<file path="config.mk">
export PLATFORM = sky130hd
export DESIGN_NAME = multicycle_ctrl
export DESIGN_NICKNAME = d
export VERILOG_FILES = /design/src/rtl/multicycle_ctrl.sv
export SDC_FILE = /design/constraint.sdc
export NUM_CORES = 1
export LEC_CHECK = 0
export BUFFER_PORTS_ARGS = -buffer_cell sky130_fd_sc_hd__buf_2
export CAP_MARGIN = 0
export CORE_MARGIN = 10
export CORE_UTILIZATION = 50
export CTS_CLUSTER_SIZE = 14
export DETAILED_ROUTE_END_ITERATION = 10
export GPL_TIMING_DRIVEN = 0
export PLACE_DENSITY = 0.78
export SLEW_MARGIN = 0
export SYNTH_ARGS = -nofsm -noshare
export SYNTH_HDL_FRONTEND = slang
export SYNTH_SLANG_ARGS = --single-unit
</file>
<file path="constraint.sdc">
create_clock -name clk -period 2.6 [get_ports clk]
set_clock_uncertainty 0.2 [all_clocks]
set_input_delay 0.26 -clock clk [delete_from_list [all_inputs] [get_ports clk]]
set_output_delay 0.26 -clock clk [all_outputs]
set_load 0.005 [all_outputs]
</file>
<file path="src/rtl/multicycle_ctrl.sv">
// Main control FSM for the multi-cycle RV32I core: sequences one instruction at a time
// through fetch/decode/execute/memory/writeback and traps on illegal opcodes or memory timeouts.
module multicycle_ctrl #(
  parameter int MAX_WAIT = 16
) (
  input  logic       clk,
  input  logic       rst,
  input  logic [6:0] opcode,
  input  logic       mem_ready,
  output logic       mem_req,
  output logic       mem_write,
  output logic       adr_src,
  output logic       ir_write,
  output logic       pc_update,
  output logic       branch,
  output logic       reg_write,
  output logic [1:0] alu_src_a,
  output logic [1:0] alu_src_b,
  output logic [1:0] result_src,
  output logic [1:0] alu_op,
  output logic       trap,
  output logic [1:0] trap_cause,
  output logic [3:0] state
);

  typedef enum logic [3:0] {
    S_FETCH    = 4'd0,
    S_DECODE   = 4'd1,
    S_MEMADR   = 4'd2,
    S_MEMREAD  = 4'd3,
    S_MEMWB    = 4'd4,
    S_MEMWRITE = 4'd5,
    S_EXECR    = 4'd6,
    S_EXECI    = 4'd7,
    S_ALUWB    = 4'd8,
    S_BEQ      = 4'd9,
    S_JAL      = 4'd10,
    S_TRAP     = 4'd11
  } state_t;

  localparam logic [6:0] OP_LW   = 7'b0000011;
  localparam logic [6:0] OP_SW   = 7'b0100011;
  localparam logic [6:0] OP_R    = 7'b0110011;
  localparam logic [6:0] OP_I    = 7'b0010011;
  localparam logic [6:0] OP_BEQ  = 7'b1100011;
  localparam logic [6:0] OP_JAL  = 7'b1101111;

  localparam logic [1:0] CAUSE_ILLEGAL = 2'b01;
  localparam logic [1:0] CAUSE_TIMEOUT = 2'b10;

  localparam int CW = (MAX_WAIT < 1) ? 1 : $clog2(MAX_WAIT + 1);
  localparam logic [CW-1:0] WAIT_MAX  = CW'(MAX_WAIT);
  localparam logic [CW-1:0] WAIT_LAST = (MAX_WAIT == 0) ? '0 : CW'(MAX_WAIT - 1);

  state_t        state_q, state_d;
  logic [1:0]    cause_q, cause_d;
  logic [CW-1:0] wait_cnt;
  logic          waiting;
  logic          timeout;

  // A completing access always beats the timeout on the same cycle.
  assign waiting = mem_req && !mem_ready;
  assign timeout = (MAX_WAIT != 0) && waiting && (wait_cnt == WAIT_LAST);
  assign state   = state_q;

  always_ff @(posedge clk) begin
    if (rst) begin
      state_q  <= S_FETCH;
      cause_q  <= 2'b00;
      wait_cnt <= '0;
    end else begin
      state_q <= state_d;
      cause_q <= cause_d;
      if (!waiting)
        wait_cnt <= '0;
      else if (wait_cnt != WAIT_MAX)
        wait_cnt <= wait_cnt + CW'(1);
    end
  end

  always_comb begin
    state_d = state_q;
    cause_d = cause_q;
    case (state_q)
      S_FETCH: begin
        if (mem_ready) state_d = S_DECODE;
        else if (timeout) begin
          state_d = S_TRAP;
          cause_d = CAUSE_TIMEOUT;
        end
      end
      S_DECODE: begin
        case (opcode)
          OP_LW, OP_SW: state_d = S_MEMADR;
          OP_R:         state_d = S_EXECR;
          OP_I:         state_d = S_EXECI;
          OP_BEQ:       state_d = S_BEQ;
          OP_JAL:       state_d = S_JAL;
          default: begin
            state_d = S_TRAP;
            cause_d = CAUSE_ILLEGAL;
          end
        endcase
      end
      S_MEMADR:  state_d = (opcode == OP_LW) ? S_MEMREAD : S_MEMWRITE;
      S_MEMREAD: begin
        if (mem_ready) state_d = S_MEMWB;
        else if (timeout) begin
          state_d = S_TRAP;
          cause_d = CAUSE_TIMEOUT;
        end
      end
      S_MEMWB:   state_d = S_FETCH;
      S_MEMWRITE: begin
        if (mem_ready) state_d = S_FETCH;
        else if (timeout) begin
          state_d = S_TRAP;
          cause_d = CAUSE_TIMEOUT;
        end
      end
      S_EXECR:   state_d = S_ALUWB;
      S_EXECI:   state_d = S_ALUWB;
      S_ALUWB:   state_d = S_FETCH;
      S_BEQ:     state_d = S_FETCH;
      S_JAL:     state_d = S_ALUWB;
      S_TRAP:    state_d = S_TRAP;
      default: begin
        state_d = S_TRAP;
        cause_d = CAUSE_ILLEGAL;
      end
    endcase
  end

  // Everything but the debug state view is forced low while reset is held.
  always_comb begin
    mem_req    = 1'b0;
    mem_write  = 1'b0;
    adr_src    = 1'b0;
    ir_write   = 1'b0;
    pc_update  = 1'b0;
    branch     = 1'b0;
    reg_write  = 1'b0;
    alu_src_a  = 2'b00;
    alu_src_b  = 2'b00;
    result_src = 2'b00;
    alu_op     = 2'b00;
    trap       = 1'b0;
    trap_cause = cause_q;
    case (state_q)
      S_FETCH: begin
        mem_req    = 1'b1;
        alu_src_b  = 2'b10;
        result_src = 2'b10;
        ir_write   = mem_ready;
        pc_update  = mem_ready;
      end
      S_DECODE: begin
        alu_src_a = 2'b01;
        alu_src_b = 2'b01;
      end
      S_MEMADR: begin
        alu_src_a = 2'b10;
        alu_src_b = 2'b01;
      end
      S_MEMREAD: begin
        mem_req = 1'b1;
        adr_src = 1'b1;
      end
      S_MEMWB: begin
        result_src = 2'b01;
        reg_write  = 1'b1;
      end
      S_MEMWRITE: begin
        mem_req   = 1'b1;
        mem_write = 1'b1;
        adr_src   = 1'b1;
      end
      S_EXECR: begin
        alu_src_a = 2'b10;
        alu_op    = 2'b10;
      end
      S_EXECI: begin
        alu_src_a = 2'b10;
        alu_src_b = 2'b01;
        alu_op    = 2'b11;
      end
      S_ALUWB:   reg_write = 1'b1;
      S_BEQ: begin
        alu_src_a = 2'b10;
        alu_op    = 2'b01;
        branch    = 1'b1;
      end
      S_JAL: begin
        alu_src_a = 2'b01;
        alu_src_b = 2'b10;
        pc_update = 1'b1;
      end
      S_TRAP:    trap = 1'b1;
      default:   trap = 1'b0;
    endcase
    if (rst) begin
      mem_req    = 1'b0;
      mem_write  = 1'b0;
      adr_src    = 1'b0;
      ir_write   = 1'b0;
      pc_update  = 1'b0;
      branch     = 1'b0;
      reg_write  = 1'b0;
      alu_src_a  = 2'b00;
      alu_src_b  = 2'b00;
      result_src = 2'b00;
      alu_op     = 2'b00;
      trap       = 1'b0;
      trap_cause = 2'b00;
    end
  end

endmodule
</file>
==> results.json <==
{
  "drive_above_1_share_pct": 26.3,
  "slew_viol_final": 0,
  "cts_tree": "done",
  "critPathArrivalTime_ns": 1.77,
  "hold_viol_final": 0,
  "drt-initial-drc-count": 95,
  "crit_buf_inv": 3,
  "routed_wl_mm": 2.98,
  "critPathLaunchType": "register",
  "port_buffers": 29,
  "place_congestion": 0.935,
  "clockBufferDepth": 2,
  "leakage_nw": 0.574,
  "die_x_um": 66.1,
  "grt-ovfl-total": 0,
  "wl_per_cell_um": 14.8,
  "hold_class": "input pin to register",
  "grt_pass1_vias": 1132,
  "cpMostUsedCell": "clkbuf_1",
  "grt_max_degree": 11,
  "top_layer": "met4",
  "clock_latency_ns": 0.27,
  "yosysWarnings": 0,
  "grt_pass1_wl_mm": 5.09,
  "synth_compound_area_share_pct": 19.8,
  "setup_viol_count_final": 0,
  "cp-end-kind": "output pin",
  "cts_resized": 0,
  "required_ns": 2.14,
  "track_usage_pct": 13.9,
  "yosys.cell_count.top_type": "nor2_1",
  "status": "completed",
  "slew_headroom_pct": 66.2,
  "setup_tns_ns": 0,
  "core_sq_mm": 0.00198,
  "critical_path.cell_chain": "clkbuf_1 -> clkbuf_1 -> nor2_1 -> a21oi_1 -> nor3_1 -> buf_2",
  "period_minus_slack_ns": 2.23,
  "syn_area_per_cell_sq_um": 7.47,
  "post_cts_buffers": 0,
  "synth_edf_count": 0,
  "antenna_found_initial": 0,
  "ys_seq_area_share_pct": 20.8,
  "synth.area.top_cells": "dfxtp_1 21%, nor2_1 5.7%, nor2b_1 5.3%, nand2b_1 4.1%, ha_1 3.5%",
  "peakVddDrop_mv": 0.448,
  "dr_wl_met2_mm": 1.38,
  "drt-pass1-iter-count": 4,
  "dp_hpwl_mm": 2.29,
  "combPwrFrac_pct": 61.7,
  "worst_path_max_delay_cell": "clkbuf_1",
  "die_area_sq_mm": 0.00436,
  "num_vias": 1148,
  "seq_area_sq_um": 220,
  "yosys.cell_types.count": 49,
  "synthFlopType": "dfxtp_1",
  "synthMuxAreaShare_pct": 3.89,
  "synthAdderAreaFrac_pct": 3.54,
  "netSwitchingPower_mw": 0.432,
  "switching_share_pct": 45.4,
  "synth_common_cells": "16 x nor2_1, 11 x dfxtp_1, 10 x nand2_1, 9 x nor2b_1",
  "numCtsBuffers": 3,
  "cts_num_sinks": 11,
  "rsz0062_at_grt": "false",
  "synthXorXnorAreaFrac_pct": 4.13,
  "nNetsFinal": 189,
  "synth_top_area_share_pct": 20.8,
  "slowest_delay_ns": 0.40,
  "synthCells": 142,
  "ys_ff_latch": 11,
  "clkTransAtPathRegs_ns": 0.08,
  "maxCapViolCount": 0,
  "syn_to_final_growth_pct": 19.3,
  "synth-async-reset-ratio_pct": 0,
  "critPathKind": "register to output pin",
  "multi_input_area_sq_um": 762,
  "cts_hold_buf": 0,
  "path_delay_family": "buffers and inverters",
  "synthSimpleGateAreaFrac_pct": 40.4,
  "worstMarginPinSlew_ns": 0.507,
  "fillers": 191,
  "p_per_area_mw_per_mm2": 751,
  "totalPowerFinal_mw": 0.951,
  "finalCritPeriodShare_pct": 85.8,
  "ios": 32,
  "rows": 16,
  "clkPwrFrac_pct": 13.0,
  "netlist.top_cell.by_area": "dfxtp_1",
  "max_freq_ghz": 0.448,
  "crit_path_max_fanout": 10,
  "syn-num-nets": 155,
  "n_antenna_cell": 0,
  "cts_root_buf": "clkbuf_4",
  "vias_per_cell": 5.68,
  "power_frac_seq_pct": 25.3,
  "htreeDepth": 1,
  "syn_area_sq_mm": 0.00106,
  "dr_wl_met3_um": 311,
  "antenna_left": 0,
  "drc": 0,
  "intPower_mw": 0.520,
  "synth_top_family_by_area": "simple AND/OR/NAND/NOR gates",
  "die_h_um": 66.1,
  "start_util_pct": 53.5,
  "wl_met1_mm": 1.27
}
## path summary, 6_finish.rpt
path / slack (ns) / startpoint / endpoint / depth (start not counted)
max: 0.37 / state[3]$_SDFF_PP0_ / alu_src_a[0] / 6
min: 0.16 / opcode[4] / state[2]$_SDFF_PP0_ / 3
max reg2reg: 0.46 / wait_cnt[1]$_SDFFE_PP0P_ / cause_q[0]$_SDFFE_PP0P_ / 7
min reg2reg: 0.37 / cause_q[1]$_SDFFE_PP0P_ / cause_q[1]$_SDFFE_PP0P_ / 2
## worst min-delay path: cells and delay by family
family | cells | cell delay, ns
compound gates | 2 | 0.21
buf+inv | 1 | 0.12
## sequential cells by signal, indices dropped and copies added (netlist names)
name      flops
wait_cnt      5
state         4
cause_q       2
## metrics by stage
step | std cells | area (sq um) | utilization, % | hold slack (ns) | setup WS (ns)
after global routing | 202 | 1270 | 63.9 | 0.214 | 0.256
after floorplan | 142 | 1060 | - | 0.265 | 0.784
after global placement | 198 | 1240 | 62.6 | 0.334 | 0.582
final | 202 | 1270 | 63.9 | 0.158 | 0.369
after detailed placement | 198 | 1240 | 62.6 | 0.357 | 0.535
after CTS | 202 | 1270 | 63.9 | 0.160 | 0.388
## power by group through the flow
stage | clock network (mW) | registers (mW) | logic [mW]
finish | 0.123 | 0.241 | 0.587
global route | 0.130 | 0.246 | 0.662
CTS | 0.124 | 0.240 | 0.586
detailed placement | 0 | 0.244 | 0.583
global placement | 0 | 0.239 | 0.567
floorplan | 0 | 0.237 | 0.408
## cell type report
class                   count  share of cell area [%]
multi-input cells         114                    60.2
well taps                  27                    2.67
repair buffers             29                    11.5
plain buffers              12                    4.74
inverters                   5                    1.48
clock buffers               4                    2.08
flip-flops and latches     11                    17.4
## placed cells by master (no fill, tap or decap), drive strengths merged, types with 3 or more instances in the layout
cell type,n
nand2,10
and3,3
nor2b,9
or3,3
buf,37
ha,3
mux2i,3
clkbuf,8
nand3,4
xor2,3
inv,5
nand2b,7
a21oi,5
o21ai,4
dfxtp,11
nor2,16
nor3,8
## per-layer routing
layer  GRT usage [%]  vias to the layer above
li1                -                      571
met1            16.7                      526
met2            23.4                       48
met3            4.41                        3
met4            2.88                        0
met5               0                        -
## logic make-up after synthesis
logic type / Yosys count
muxes: 4
AOI/OAI and AO/OA: 29
and+or+nand+nor: 73
DFF: 11
adders and majority gates: 3
buffers and inverters: 17
xor gates and xnor gates: 5
No activity file was read; power rests on OpenSTA's default activity.
